===== src/rtl/scene_commit_ctrl_if.sv =====
// scene_commit_ctrl_if
//   Bundle of every signal that passes between the jump-game FSM side, the
//   VGA scanner and the scene commit controller. clk and rst are plain ports
//   on the modules that use this interface and are not carried here.
//
//   Scanner -> controller : i_y_read (current scan line)
//   FSM -> controller     : i_req, target scene (i_x_*, i_y_man, i_en_*,
//                           i_type_*, i_squeeze_man, i_title, i_gameover)
//   controller -> FSM     : o_ack, o_busy, o_done, o_frame_cnt
//   controller -> render  : o_x_*, o_y_man, o_squeeze_man, o_en_*, o_type_*,
//                           o_title, o_gameover
//
//   modport master : the side that offers scenes (FSM / scanner)
//   modport slave  : the commit controller itself
interface scene_commit_ctrl_if #(
  parameter int XW = 11
) ();

  logic [XW-1:0] i_y_read;

  logic          i_req;
  logic          o_ack;
  logic          o_busy;
  logic          o_done;

  logic [XW-1:0] i_x_block1;
  logic [XW-1:0] i_x_block2;
  logic [XW-1:0] i_x_man;
  logic [XW-1:0] i_y_man;
  logic          i_en_block1;
  logic          i_en_block2;
  logic          i_title;
  logic          i_gameover;
  logic [1:0]    i_type_block1;
  logic [1:0]    i_type_block2;
  logic [XW-1:0] i_squeeze_man;

  logic [XW-1:0] o_x_block1;
  logic [XW-1:0] o_x_block2;
  logic [XW-1:0] o_x_man;
  logic [XW-1:0] o_y_man;
  logic [XW-1:0] o_squeeze_man;
  logic          o_en_block1;
  logic          o_en_block2;
  logic          o_title;
  logic          o_gameover;
  logic [1:0]    o_type_block1;
  logic [1:0]    o_type_block2;
  logic [15:0]   o_frame_cnt;

  modport master (
    output i_y_read, i_req,
    output i_x_block1, i_x_block2, i_x_man, i_y_man,
    output i_en_block1, i_en_block2, i_title, i_gameover,
    output i_type_block1, i_type_block2, i_squeeze_man,
    input  o_ack, o_busy, o_done, o_frame_cnt,
    input  o_x_block1, o_x_block2, o_x_man, o_y_man, o_squeeze_man,
    input  o_en_block1, o_en_block2, o_title, o_gameover,
    input  o_type_block1, o_type_block2
  );

  modport slave (
    input  i_y_read, i_req,
    input  i_x_block1, i_x_block2, i_x_man, i_y_man,
    input  i_en_block1, i_en_block2, i_title, i_gameover,
    input  i_type_block1, i_type_block2, i_squeeze_man,
    output o_ack, o_busy, o_done, o_frame_cnt,
    output o_x_block1, o_x_block2, o_x_man, o_y_man, o_squeeze_man,
    output o_en_block1, o_en_block2, o_title, o_gameover,
    output o_type_block1, o_type_block2
  );

endinterface


===== src/rtl/scene_commit_ctrl.sv =====
// scene_commit_ctrl
//   Owns every scene parameter the renderer reads. A new target scene is
//   taken from the game FSM with a req/ack handshake into shadow registers
//   and is only ever applied to the renderer inputs in the single cycle at
//   the start of vertical blanking, so no frame mixes old and new values.
//   Flags, types, y_man and squeeze switch at the first blanking interval;
//   the three x coordinates glide toward their targets by at most STEP
//   pixels per frame and never overshoot or wrap.
//
//   Ports
//     clk : pixel clock shared with the VGA scanner
//     rst : asynchronous, active-low reset
//     bus : scene_commit_ctrl_if.slave (handshake, targets, renderer
//           outputs, scan line input, frame counter)
module scene_commit_ctrl #(
  parameter int V_ACTIVE = 600,
  parameter int STEP     = 8,
  parameter int XW       = 11
) (
  input  logic                clk,
  input  logic                rst,
  scene_commit_ctrl_if.slave  bus
);

  localparam logic [XW-1:0] V_ACT  = XW'(V_ACTIVE);
  localparam logic [XW:0]   STEP_W = (XW+1)'(STEP);
  localparam logic [XW-1:0] STEP_X = XW'(STEP);

  typedef enum logic [1:0] {
    IDLE = 2'd0,
    PEND = 2'd1,
    ANIM = 2'd2,
    FIN  = 2'd3
  } state_t;

  state_t        state_reg;

  // Frame sync from the scan line only
  logic          vb;
  logic          vb_q_reg;
  logic          vb_tick;
  logic [15:0]   frame_cnt_reg;

  // Handshake outputs
  logic          ack_reg;
  logic          busy_reg;
  logic          done_reg;

  // Shadow copy of the accepted target scene; x coords kept as an array
  // (0 = block1, 1 = block2, 2 = man) so the glide logic is shared.
  logic [XW-1:0] sh_x_reg [3];
  logic [XW-1:0] sh_y_man_reg;
  logic [XW-1:0] sh_squeeze_reg;
  logic          sh_en1_reg;
  logic          sh_en2_reg;
  logic          sh_title_reg;
  logic          sh_gameover_reg;
  logic [1:0]    sh_type1_reg;
  logic [1:0]    sh_type2_reg;

  // Renderer-facing registers
  logic [XW-1:0] x_reg [3];
  logic [XW-1:0] y_man_reg;
  logic [XW-1:0] squeeze_reg;
  logic          en1_reg;
  logic          en2_reg;
  logic          title_reg;
  logic          gameover_reg;
  logic [1:0]    type1_reg;
  logic [1:0]    type2_reg;

  // Next glide position for each x and whether it lands on the target
  logic [XW-1:0] x_in   [3];
  logic [XW-1:0] x_step [3];
  logic [2:0]    x_match;
  logic          all_match;

  assign x_in[0] = bus.i_x_block1;
  assign x_in[1] = bus.i_x_block2;
  assign x_in[2] = bus.i_x_man;

  assign vb      = (bus.i_y_read >= V_ACT);
  assign vb_tick = vb & ~vb_q_reg;

  // Glide: differences are taken one bit wider than the coordinate so the
  // magnitude compare against STEP is exact over the whole range. When the
  // remaining distance is within STEP the target is loaded directly, which
  // is what prevents both overshoot and wrap through 0 / 2^XW-1.
  genvar gi;
  generate
    for (gi = 0; gi < 3; gi++) begin : g_step
      logic          below;
      logic          above;
      logic [XW:0]   up_diff;
      logic [XW:0]   dn_diff;

      assign below   = x_reg[gi] < sh_x_reg[gi];
      assign above   = x_reg[gi] > sh_x_reg[gi];
      assign up_diff = {1'b0, sh_x_reg[gi]} - {1'b0, x_reg[gi]};
      assign dn_diff = {1'b0, x_reg[gi]} - {1'b0, sh_x_reg[gi]};

      assign x_step[gi] = below ? ((up_diff > STEP_W) ? (x_reg[gi] + STEP_X) : sh_x_reg[gi]) :
                          above ? ((dn_diff > STEP_W) ? (x_reg[gi] - STEP_X) : sh_x_reg[gi]) :
                                  x_reg[gi];

      assign x_match[gi] = (x_step[gi] == sh_x_reg[gi]);
    end
  endgenerate

  assign all_match = &x_match;

  // Blanking edge detector and free-running frame counter (all states)
  always_ff @(posedge clk or negedge rst) begin
    if (!rst) begin
      vb_q_reg      <= 1'b0;
      frame_cnt_reg <= 16'd0;
    end else begin
      vb_q_reg <= vb;
      if (vb_tick) begin
        frame_cnt_reg <= frame_cnt_reg + 16'd1;
      end
    end
  end

  // Commit FSM with registered outputs
  always_ff @(posedge clk or negedge rst) begin
    if (!rst) begin
      state_reg       <= IDLE;
      ack_reg         <= 1'b0;
      busy_reg        <= 1'b0;
      done_reg        <= 1'b0;
      for (int i = 0; i < 3; i++) begin
        sh_x_reg[i] <= '0;
        x_reg[i]    <= '0;
      end
      sh_y_man_reg    <= '0;
      sh_squeeze_reg  <= '0;
      sh_en1_reg      <= 1'b0;
      sh_en2_reg      <= 1'b0;
      sh_title_reg    <= 1'b0;
      sh_gameover_reg <= 1'b0;
      sh_type1_reg    <= 2'd0;
      sh_type2_reg    <= 2'd0;
      y_man_reg       <= '0;
      squeeze_reg     <= '0;
      en1_reg         <= 1'b0;
      en2_reg         <= 1'b0;
      title_reg       <= 1'b1;
      gameover_reg    <= 1'b0;
      type1_reg       <= 2'd0;
      type2_reg       <= 2'd0;
    end else begin
      ack_reg  <= 1'b0;
      done_reg <= 1'b0;

      case (state_reg)
        IDLE: begin
          // A blanking edge in the capture cycle is deliberately ignored:
          // the commit waits for the next frame.
          if (bus.i_req) begin
            for (int i = 0; i < 3; i++) begin
              sh_x_reg[i] <= x_in[i];
            end
            sh_y_man_reg    <= bus.i_y_man;
            sh_squeeze_reg  <= bus.i_squeeze_man;
            sh_en1_reg      <= bus.i_en_block1;
            sh_en2_reg      <= bus.i_en_block2;
            sh_title_reg    <= bus.i_title;
            sh_gameover_reg <= bus.i_gameover;
            sh_type1_reg    <= bus.i_type_block1;
            sh_type2_reg    <= bus.i_type_block2;
            ack_reg         <= 1'b1;
            busy_reg        <= 1'b1;
            state_reg       <= PEND;
          end
        end

        PEND: begin
          if (vb_tick) begin
            y_man_reg    <= sh_y_man_reg;
            squeeze_reg  <= sh_squeeze_reg;
            en1_reg      <= sh_en1_reg;
            en2_reg      <= sh_en2_reg;
            title_reg    <= sh_title_reg;
            gameover_reg <= sh_gameover_reg;
            type1_reg    <= sh_type1_reg;
            type2_reg    <= sh_type2_reg;
            for (int i = 0; i < 3; i++) begin
              x_reg[i] <= x_step[i];
            end
            state_reg <= all_match ? FIN : ANIM;
          end
        end

        ANIM: begin
          if (vb_tick) begin
            for (int i = 0; i < 3; i++) begin
              x_reg[i] <= x_step[i];
            end
            if (all_match) begin
              state_reg <= FIN;
            end
          end
        end

        FIN: begin
          // busy drops in the same cycle done is presented
          done_reg  <= 1'b1;
          busy_reg  <= 1'b0;
          state_reg <= IDLE;
        end

        default: begin
          state_reg <= IDLE;
        end
      endcase
    end
  end

  assign bus.o_ack         = ack_reg;
  assign bus.o_busy        = busy_reg;
  assign bus.o_done        = done_reg;
  assign bus.o_frame_cnt   = frame_cnt_reg;
  assign bus.o_x_block1    = x_reg[0];
  assign bus.o_x_block2    = x_reg[1];
  assign bus.o_x_man       = x_reg[2];
  assign bus.o_y_man       = y_man_reg;
  assign bus.o_squeeze_man = squeeze_reg;
  assign bus.o_en_block1   = en1_reg;
  assign bus.o_en_block2   = en2_reg;
  assign bus.o_title       = title_reg;
  assign bus.o_gameover    = gameover_reg;
  assign bus.o_type_block1 = type1_reg;
  assign bus.o_type_block2 = type2_reg;

endmodule


===== src/flat_wrapper.sv =====
// flat-port wrapper written by rule: the top's interface ports become plain ports
module scene_commit_ctrl_flat 
#(
  parameter int V_ACTIVE = 600,
  parameter int STEP     = 8,
  parameter int XW       = 11
)
  (clk, rst, bus_i_y_read, bus_i_req, bus_i_x_block1, bus_i_x_block2, bus_i_x_man, bus_i_y_man, bus_i_en_block1, bus_i_en_block2, bus_i_title, bus_i_gameover, bus_i_type_block1, bus_i_type_block2, bus_i_squeeze_man, bus_o_ack, bus_o_busy, bus_o_done, bus_o_frame_cnt, bus_o_x_block1, bus_o_x_block2, bus_o_x_man, bus_o_y_man, bus_o_squeeze_man, bus_o_en_block1, bus_o_en_block2, bus_o_title, bus_o_gameover, bus_o_type_block1, bus_o_type_block2);
  scene_commit_ctrl_if #(.XW(XW)) bus_i ();
  input  logic clk;
  input  logic rst;
  input wire logic [$bits(bus_i.i_y_read)-1:0] bus_i_y_read;
  input wire logic [$bits(bus_i.i_req)-1:0] bus_i_req;
  input wire logic [$bits(bus_i.i_x_block1)-1:0] bus_i_x_block1;
  input wire logic [$bits(bus_i.i_x_block2)-1:0] bus_i_x_block2;
  input wire logic [$bits(bus_i.i_x_man)-1:0] bus_i_x_man;
  input wire logic [$bits(bus_i.i_y_man)-1:0] bus_i_y_man;
  input wire logic [$bits(bus_i.i_en_block1)-1:0] bus_i_en_block1;
  input wire logic [$bits(bus_i.i_en_block2)-1:0] bus_i_en_block2;
  input wire logic [$bits(bus_i.i_title)-1:0] bus_i_title;
  input wire logic [$bits(bus_i.i_gameover)-1:0] bus_i_gameover;
  input wire logic [$bits(bus_i.i_type_block1)-1:0] bus_i_type_block1;
  input wire logic [$bits(bus_i.i_type_block2)-1:0] bus_i_type_block2;
  input wire logic [$bits(bus_i.i_squeeze_man)-1:0] bus_i_squeeze_man;
  output wire logic [$bits(bus_i.o_ack)-1:0] bus_o_ack;
  output wire logic [$bits(bus_i.o_busy)-1:0] bus_o_busy;
  output wire logic [$bits(bus_i.o_done)-1:0] bus_o_done;
  output wire logic [$bits(bus_i.o_frame_cnt)-1:0] bus_o_frame_cnt;
  output wire logic [$bits(bus_i.o_x_block1)-1:0] bus_o_x_block1;
  output wire logic [$bits(bus_i.o_x_block2)-1:0] bus_o_x_block2;
  output wire logic [$bits(bus_i.o_x_man)-1:0] bus_o_x_man;
  output wire logic [$bits(bus_i.o_y_man)-1:0] bus_o_y_man;
  output wire logic [$bits(bus_i.o_squeeze_man)-1:0] bus_o_squeeze_man;
  output wire logic [$bits(bus_i.o_en_block1)-1:0] bus_o_en_block1;
  output wire logic [$bits(bus_i.o_en_block2)-1:0] bus_o_en_block2;
  output wire logic [$bits(bus_i.o_title)-1:0] bus_o_title;
  output wire logic [$bits(bus_i.o_gameover)-1:0] bus_o_gameover;
  output wire logic [$bits(bus_i.o_type_block1)-1:0] bus_o_type_block1;
  output wire logic [$bits(bus_i.o_type_block2)-1:0] bus_o_type_block2;
  assign bus_i.i_y_read = bus_i_y_read;
  assign bus_i.i_req = bus_i_req;
  assign bus_i.i_x_block1 = bus_i_x_block1;
  assign bus_i.i_x_block2 = bus_i_x_block2;
  assign bus_i.i_x_man = bus_i_x_man;
  assign bus_i.i_y_man = bus_i_y_man;
  assign bus_i.i_en_block1 = bus_i_en_block1;
  assign bus_i.i_en_block2 = bus_i_en_block2;
  assign bus_i.i_title = bus_i_title;
  assign bus_i.i_gameover = bus_i_gameover;
  assign bus_i.i_type_block1 = bus_i_type_block1;
  assign bus_i.i_type_block2 = bus_i_type_block2;
  assign bus_i.i_squeeze_man = bus_i_squeeze_man;
  assign bus_o_ack = bus_i.o_ack;
  assign bus_o_busy = bus_i.o_busy;
  assign bus_o_done = bus_i.o_done;
  assign bus_o_frame_cnt = bus_i.o_frame_cnt;
  assign bus_o_x_block1 = bus_i.o_x_block1;
  assign bus_o_x_block2 = bus_i.o_x_block2;
  assign bus_o_x_man = bus_i.o_x_man;
  assign bus_o_y_man = bus_i.o_y_man;
  assign bus_o_squeeze_man = bus_i.o_squeeze_man;
  assign bus_o_en_block1 = bus_i.o_en_block1;
  assign bus_o_en_block2 = bus_i.o_en_block2;
  assign bus_o_title = bus_i.o_title;
  assign bus_o_gameover = bus_i.o_gameover;
  assign bus_o_type_block1 = bus_i.o_type_block1;
  assign bus_o_type_block2 = bus_i.o_type_block2;
  scene_commit_ctrl #(.V_ACTIVE(V_ACTIVE), .STEP(STEP), .XW(XW)) u_core (.clk(clk), .rst(rst), .bus(bus_i));
endmodule

===== config.mk =====
export PLATFORM = sky130hd
export DESIGN_NAME = scene_commit_ctrl_flat
export DESIGN_NICKNAME = d
export VERILOG_FILES = /design/src/rtl/scene_commit_ctrl_if.sv /design/src/rtl/scene_commit_ctrl.sv /design/src/flat_wrapper.sv
export SDC_FILE = /design/constraint.sdc
export NUM_CORES = 1
export LEC_CHECK = 0
export ABC_AREA = 1
export BUFFER_PORTS_ARGS = -buffer_cell sky130_fd_sc_hd__buf_4
export CORE_AREA = 3 3 192 194
export DETAILED_ROUTE_END_ITERATION = 10
export DIE_AREA = 0 0 195 197
export GPL_ROUTABILITY_DRIVEN = 0
export SLEW_MARGIN = 10
export SYNTH_ARGS = -nofsm -noshare
export SYNTH_HDL_FRONTEND = slang
export SYNTH_SLANG_ARGS = --single-unit

===== constraint.sdc =====
create_clock -name clk -period 4.44 [get_ports clk]
set_clock_uncertainty 0.15 [all_clocks]
set_input_delay 0.444 -clock clk [delete_from_list [all_inputs] [get_ports clk]]
set_output_delay 0.444 -clock clk [all_outputs]
set_load 0.02 [all_outputs]

# [Word level (Yosys, flattened, before mapping)]
# Cells that the tools add are included.
[word_totals] out_inout_bits=82 ff_bits=148 input_bits=77 elab_cells=98
[classes] n_reduce_logical=9 addsub=13 bitwise=2 n_lt_le_gt_ge=13 mux=23 eq_ne=10
[ops] op="$mux W11" n=12
[ops] op="$gt A12 B4 Y1 const B" n=6
[ops] op="$sub A11 B11 Y12" n=6
[ops] op="$add A11 B4 Y11 const B" n=3
[ops] op="$eq A11 B11 Y1" n=3
[ops] op="$gt A11 B11 Y1" n=3
[ops] op="$lt A11 B11 Y1" n=3
[ops] op="$sub A11 B4 Y11 const B" n=3
[ops] op="$add A16 B1 Y16 const B" n=1
[ops] op="$ge A11 B10 Y1 const B" n=1
[ops] op="$mux W2" n=4
[ops] op="$pmux W2 S4" n=1
[ops] op="$reduce_and A2 Y1" n=4
[ops] op="$ne A2 B1 Y1 const B" n=3
[ops] op="$mux W1" n=5
[ops] op="$eq A2 B2 Y1 const B" n=2
[ops] op="$reduce_and A4 Y1" n=1
[ops] op="$reduce_and A3 Y1" n=1
[ops] op="$eq A2 B1 Y1 const B" n=1
[ops] op="$logic_not A2 Y1" n=1
[ops] op="$ne A2 B2 Y1 const B" n=1
[ops] op="$pmux W1 S2" n=1
[ops] op="$reduce_bool A2 Y1" n=1
[ops] op="$reduce_or A2 Y1" n=1
[ops] op="2 further kinds" n=2

# [Longest topological paths before layout]
[logic_depth] depth_word=10 ltp_mapped=31 depth_no_buf=30

# [Worst setup path after synthesis]
# No wires, ideal clock.
[synth_path] kind="register -> register" start="register u_core.x_reg (netlist bit u_core.bus.o_x_block1[5])" end="register u_core.state_reg[1]" arrival_time_ns=3.091 synth_period_minus_slack_ns=3.359 path_stages_with_launch=26 n_path_buf=1 setup_time_ns=0.117 t_required_ns=4.173 slack_ns=1.081 cell_sequence="dfrtp_1 inv_1 ha_1 nand2_2 inv_2 a21oi_1 nand3_1 nand2_1 nand3_1 nor2_4 nand2_4 buf_6 nand3b_1 nand3_1 nand2_1 nand2_1 nand2_1 nand2_1 nor2_1 nand2_1 nor2_2 nand3_1 nand2_2 nand2_2 nand2_1 o21ai_2"
[synth_between] elab_chain_len=9 elab_cells_between_ends=16 cone_classes="add/sub (4); order compare (4); eq/ne (2); mux (4); reduce/logical (2)"
[synth_rtl] item="start: declaration" line="scene_commit_ctrl.sv:62" rtl="logic [XW-1:0] x_reg [3];"
[synth_rtl] item="start signal: indexed assignment" line="scene_commit_ctrl.sv:189" rtl="x_reg[i] <= x_step[i];"
[synth_rtl] item="start signal: indexed assignment" line="scene_commit_ctrl.sv:198" rtl="x_reg[i] <= x_step[i];"
[synth_rtl] item="$sub A11 B11 Y12" line="scene_commit_ctrl.sv:100" rtl="assign dn_diff = {1'b0, x_reg[gi]} - {1'b0, sh_x_reg[gi]};"
[synth_rtl] item="$gt A12 B4 Y1" line="scene_commit_ctrl.sv:103" rtl="above ? ((dn_diff > STEP_W) ? (x_reg[gi] - STEP_X) : sh_x_reg[gi]) :"
[synth_rtl] item="$mux W11 (2 in series)" line="scene_commit_ctrl.sv:103"
[synth_rtl] item="$mux W11 *" line="scene_commit_ctrl.sv:102" rtl="assign x_step[gi] = below ? ((up_diff > STEP_W) ? (x_reg[gi] + STEP_X) : sh_x_reg[gi]) :"
[synth_rtl] item="$eq A11 B11 Y1 *" line="scene_commit_ctrl.sv:106" rtl="assign x_match[gi] = (x_step[gi] == sh_x_reg[gi]);"
[synth_rtl] item="$reduce_and A3 Y1 *" line="scene_commit_ctrl.sv:110" rtl="assign all_match = &x_match;"
[synth_rtl] item="$ne A2 B1 Y1 (no line) *"
[synth_rtl] item="$reduce_and A4 Y1 (no line) *"
[synth_rtl] item="end signal: assignment" line="scene_commit_ctrl.sv:191" rtl="state_reg <= all_match ? FIN : ANIM;"
[synth_rtl] item="end: declaration" line="scene_commit_ctrl.sv:36" rtl="state_t state_reg;"
# Mark *: on every way between the ends. The rest lies on a longest branch, timed or not.
# A chain may end at the register's enable or synchronous reset.

# [Worst setup path after layout]
[layout_path] start="register u_core.x_reg (netlist bit u_core.bus.o_x_man[5])" end="register u_core.state_reg[0]"
[layout_between] elab_chain_len=10 elab_cells_between_ends=19 cone_classes="add/sub (4); order compare (4); eq/ne (2); mux (7); reduce/logical (2)"
[layout_rtl] item="$sub A11 B11 Y12" line="scene_commit_ctrl.sv:100"
[layout_rtl] item="$gt A12 B4 Y1" line="scene_commit_ctrl.sv:103"
[layout_rtl] item="$mux W11 (2 in series)" line="scene_commit_ctrl.sv:103"
[layout_rtl] item="$mux W11 *" line="scene_commit_ctrl.sv:102"
[layout_rtl] item="$eq A11 B11 Y1 *" line="scene_commit_ctrl.sv:106"
[layout_rtl] item="$reduce_and A3 Y1 *" line="scene_commit_ctrl.sv:110"
[layout_rtl] item="$mux W1" line="scene_commit_ctrl.sv:191"
[layout_rtl] item="$mux W2" line="scene_commit_ctrl.sv:179" rtl="if (vb_tick) begin"
[layout_rtl] item="$pmux W2 S4" line="scene_commit_ctrl.sv:156" rtl="case (state_reg)"
# Mark *: on every way between the ends. The rest lies on a longest branch, timed or not. The select of a mux whose other input is x is not followed.

==> metrics.yaml <==
timing:
  slew_violations: 0
  setup_viol: 0
  fmax_mhz: 246.2
  period_minus_slack_ns: 4.062
  slew_headroom_pct: 45.88
  hold_viol_final: 0
  final.period_utilization_pct: 91.48
  setup_ws_ns: 0.3781
  rsz0062_at_grt: "no"
  tns_ns: 0
  worst_pin_slew_ns: 0.8119
floorplanning:
  core_mm2: 0.03540
  initial_core_util_pct: 34.63
  dieArea_mm2: 0.03842
  die-width_um: 195
  num_io_pins: 159
  die_h_um: 197
  placementRows: 69
logic_synthesis:
  syn_inst: 1849
  synth-seq-area-share_pct: 30.22
  synth_simple_gate_area_share_pct: 39.55
  async_flop_share_pct: 100.0
  synth_compound_area_share_pct: 7.155
  synth_cell_types: 43
  yosys.area_share.xor_xnor_pct: 3.143
  yosys_warnings: 0
  ys.flop_type: "dfrtp_1"
  syn_avg_cell_area_um2: 6.630
  synth_area_mm2: 0.01226
  synth_top_family_by_area: "simple AND/OR/NAND/NOR gates"
  synth_edf_count: 0
  synthMuxAreaShare_pct: 2.572
  synth_nets: 2006
  synth_seq_cells: 148
  synth_fa_ha_area_share_pct: 8.349
routing:
  highest_layer: "met5"
  drt_pass1_iterations: 6
  drc: 0
  wl_met3_um: 3336
  wl_per_cell_um: 15.67
  drt_iter0_markers: 1068
  dr_wl_met2_um: 17710
  via_per_inst: 5.068
  ant_nets: 0
  num_vias: 12630
  wirelength_met1_um: 17010
  drt_wl_total_um: 39040
final_layout:
  seq_area_mm2: 0.003705
  syn2layout_area_growth_pct: 19.92
  fillers: 3738
  multi_input_area_mm2: 0.007460
  fin_nets: 2175
  drive_gt1_share_pct: 15.71
  finalNonFillerCells: 2492
  n_antenna_cell: 0
  final_area_mm2: 0.01470
  largest_register_ffs: 33
place:
  portBuffers: 155
  dp_slack_ns: 0.4721
  dpl_cell_area_mm2: 0.01409
  placedCellCount: 2459
  dpl.hpwl_um: 30050
critical_path:
  cp.required_ns: 4.63
  end_kind: "flip-flop"
  critPathCapture: "u_core.state_reg[0]$_DFFE_PN0P_"
  r2r-end: "u_core.state_reg[0]$_DFFE_PN0P_"
  startpoint_type: "flip-flop"
  crit_path_max_incr_delay_ns: 0.47
  crit_cells: 23
  crit_fanout: 12
  crit_arrival_ns: 4.25
  cp_common_cell: "nand3_1"
  path_cells: "inv_1 -> ha_1 -> a21oi_1 -> nor2_1 -> nor2_1 -> nand3_1 -> nand2_1 -> inv_1 -> nor2_1 -> buf_4 -> nand2_1 -> nand3_1 -> nand3_1 -> nand3_1 -> nand3_1 -> nor2_1 -> nand3_1 -> nor2_2 -> nand3_1 -> nand2_2 -> nand3_1 -> nand2_1 -> nand2_1"
  r2r_slack_ns: 0.38
  crit_slowest_cell: "dfrtp_1"
  cp.buffers_inverters: 3
  critPathLaunch: "u_core.bus.o_x_man[5]$_DFFE_PN0P_"
  critical_path_class: "flip-flop to flip-flop"
  crit_family: "simple AND/OR/NAND/NOR gates"
  worst_r2r_path_depth: 23
  r2r_start: "u_core.bus.o_x_man[5]$_DFFE_PN0P_"
hold_path:
  hold_path.class: "input pin to flip-flop"
global_route:
  grt_antenna_before_repair: 1
  gr-total-overflow: 0
  gr-usage-all-layers_pct: 20.21
  grt_pass1_vias: 12310
  grt_first_pass_wirelength_um: 63650
  grt_max_degree: 84
cts:
  cts_sinks: 148
  cts_tree: "done"
  clk_pin_slew_worst_paths_ns: 0.07
  clock_latency_ns: 0.45
  cts_buffer_depth: 2
  ctsHtreeMaxLevel: 4
  root_buffer: "clkbuf_16"
  numCtsBuffers: 17
  post_cts_buffers: 0
flow_run:
  cap_violations: 0
status:
  outcome: "complete, no violations"
[final cells by class]
class                   instances  area share (%)
multi-input cells            1421           50.74
flip-flops and latches        148           25.20
repair buffers                197           10.10
inverters                     233           5.974
well taps                     461           3.923
clock buffers                  18           2.987
clock inverters                14           1.072
[placed cells by master, fill, tap and decap left out, drive strengths merged]
cell,count
nand2,667
nand3,243
inv,240
buf,196
dfrtp,147
nor2,109
o21ai,95
ha,77
nand4,58
a21oi,48
xor2,38
mux2,28
nor3,19
clkbuf,18
xnor2,6
o211ai,6
clkinv,6
o21bai,5
nand3b,5
or2,4
a21o,3
fa,3
o21a,2
a211oi,1
and2,1
nor4,1
a31oi,1
nor4b,1
bufinv,1
dlygate4sd3,1
dfstp,1
[tightest hold or removal path: cells and delay by family]
family                 cells  cell delay [ns]
buffers and inverters      1             0.07
AND/OR/NAND/NOR            2             0.08
[stage by stage]
stage          util [%]  hold WS [ns]
2_1_floorplan         -     -0.001591
3_3_place_gp      39.81        0.3075
3_5_place_dp      39.81        0.3115
4_1_cts           41.52       0.02240
5_1_grt           41.53       0.03256
6_report          41.53       0.03941
[how the worst min path moves through the flow]
stage | startpoint | endpoint | slack [ns] | cells past startpoint
after floorplan | rst | u_core.bus.o_ack$_DFF_PN0_ | -0.002 | 0
after global placement | u_core.sh_type1_reg[0]$_DFFE_PN0P_ | u_core.sh_type1_reg[0]$_DFFE_PN0P_ | 0.31 | 2
after detailed placement | u_core.sh_type2_reg[0]$_DFFE_PN0P_ | u_core.sh_type2_reg[0]$_DFFE_PN0P_ | 0.31 | 2
after CTS | bus_i_type_block2[1] | u_core.sh_type2_reg[1]$_DFFE_PN0P_ | 0.02 | 3
after global routing | bus_i_y_man[4] | u_core.sh_y_man_reg[4]$_DFFE_PN0P_ | 0.03 | 3
final | bus_i_type_block2[1] | u_core.sh_type2_reg[1]$_DFFE_PN0P_ | 0.04 | 3
[metal layers]
metal	vias up	GRT usage [%]
met1	5794	26.37
met4	2	6.126
li1	6291	-
met3	72	5.556
met5	-	0
met2	470	32.88
[logic make-up (layout without fill, tap and decap cells)]
| logic type | count (synthesis) | count (layout) |
|---|---|---|
| buf+inv | 280 | 462 |
| simple gates | 1108 | 1108 |
| xor+xnor | 44 | 44 |
| flops | 148 | 148 |
| fa+ha+maj | 80 | 80 |
| mux | 28 | 28 |
| compound gates | 161 | 161 |
[timing repair]
| item | 4_1_cts | 5_1_grt |
|---|---|---|
| endpoints found under the hold margin | 81 | 0 |
| resized for setup | 0 | 3 |
| hold buffers | 1 | 0 |
| setup endpoints to repair | 0 | 2 |
[synthesized netlist by cell type, types with 3 or more instances]
master	instances	area (µm²)
nand2_1	651	2444
nand3_1	237	1186
inv_1	221	829.6
dfrtp_1	147	3679
o21ai_0	91	455.4
nor2_1	90	337.8
ha_1	77	963.4
nand4_1	58	362.9
a21oi_1	47	235.2
xor2_1	38	332.8
mux2_2	28	315.3
clkbuf_1	21	78.83
nor3_1	19	95.09
buf_2	16	80.08
nand2_2	14	87.58
nor2_2	12	75.07
inv_2	9	33.78
nor2_4	7	78.83
xnor2_1	6	52.55
buf_4	5	37.54
nand3b_1	5	37.54
o21bai_1	5	37.54
nand3_2	4	40.04
o211ai_2	4	50.05
or2_2	4	25.02
a21o_1	3	22.52
buf_1	3	11.26
clkinv_1	3	11.26
fa_1	3	60.06
o21ai_1	3	15.01
Power is left out: the tool's default activity adds up to more than one toggle a clock period on the data nets, which glitch-free logic cannot reach.
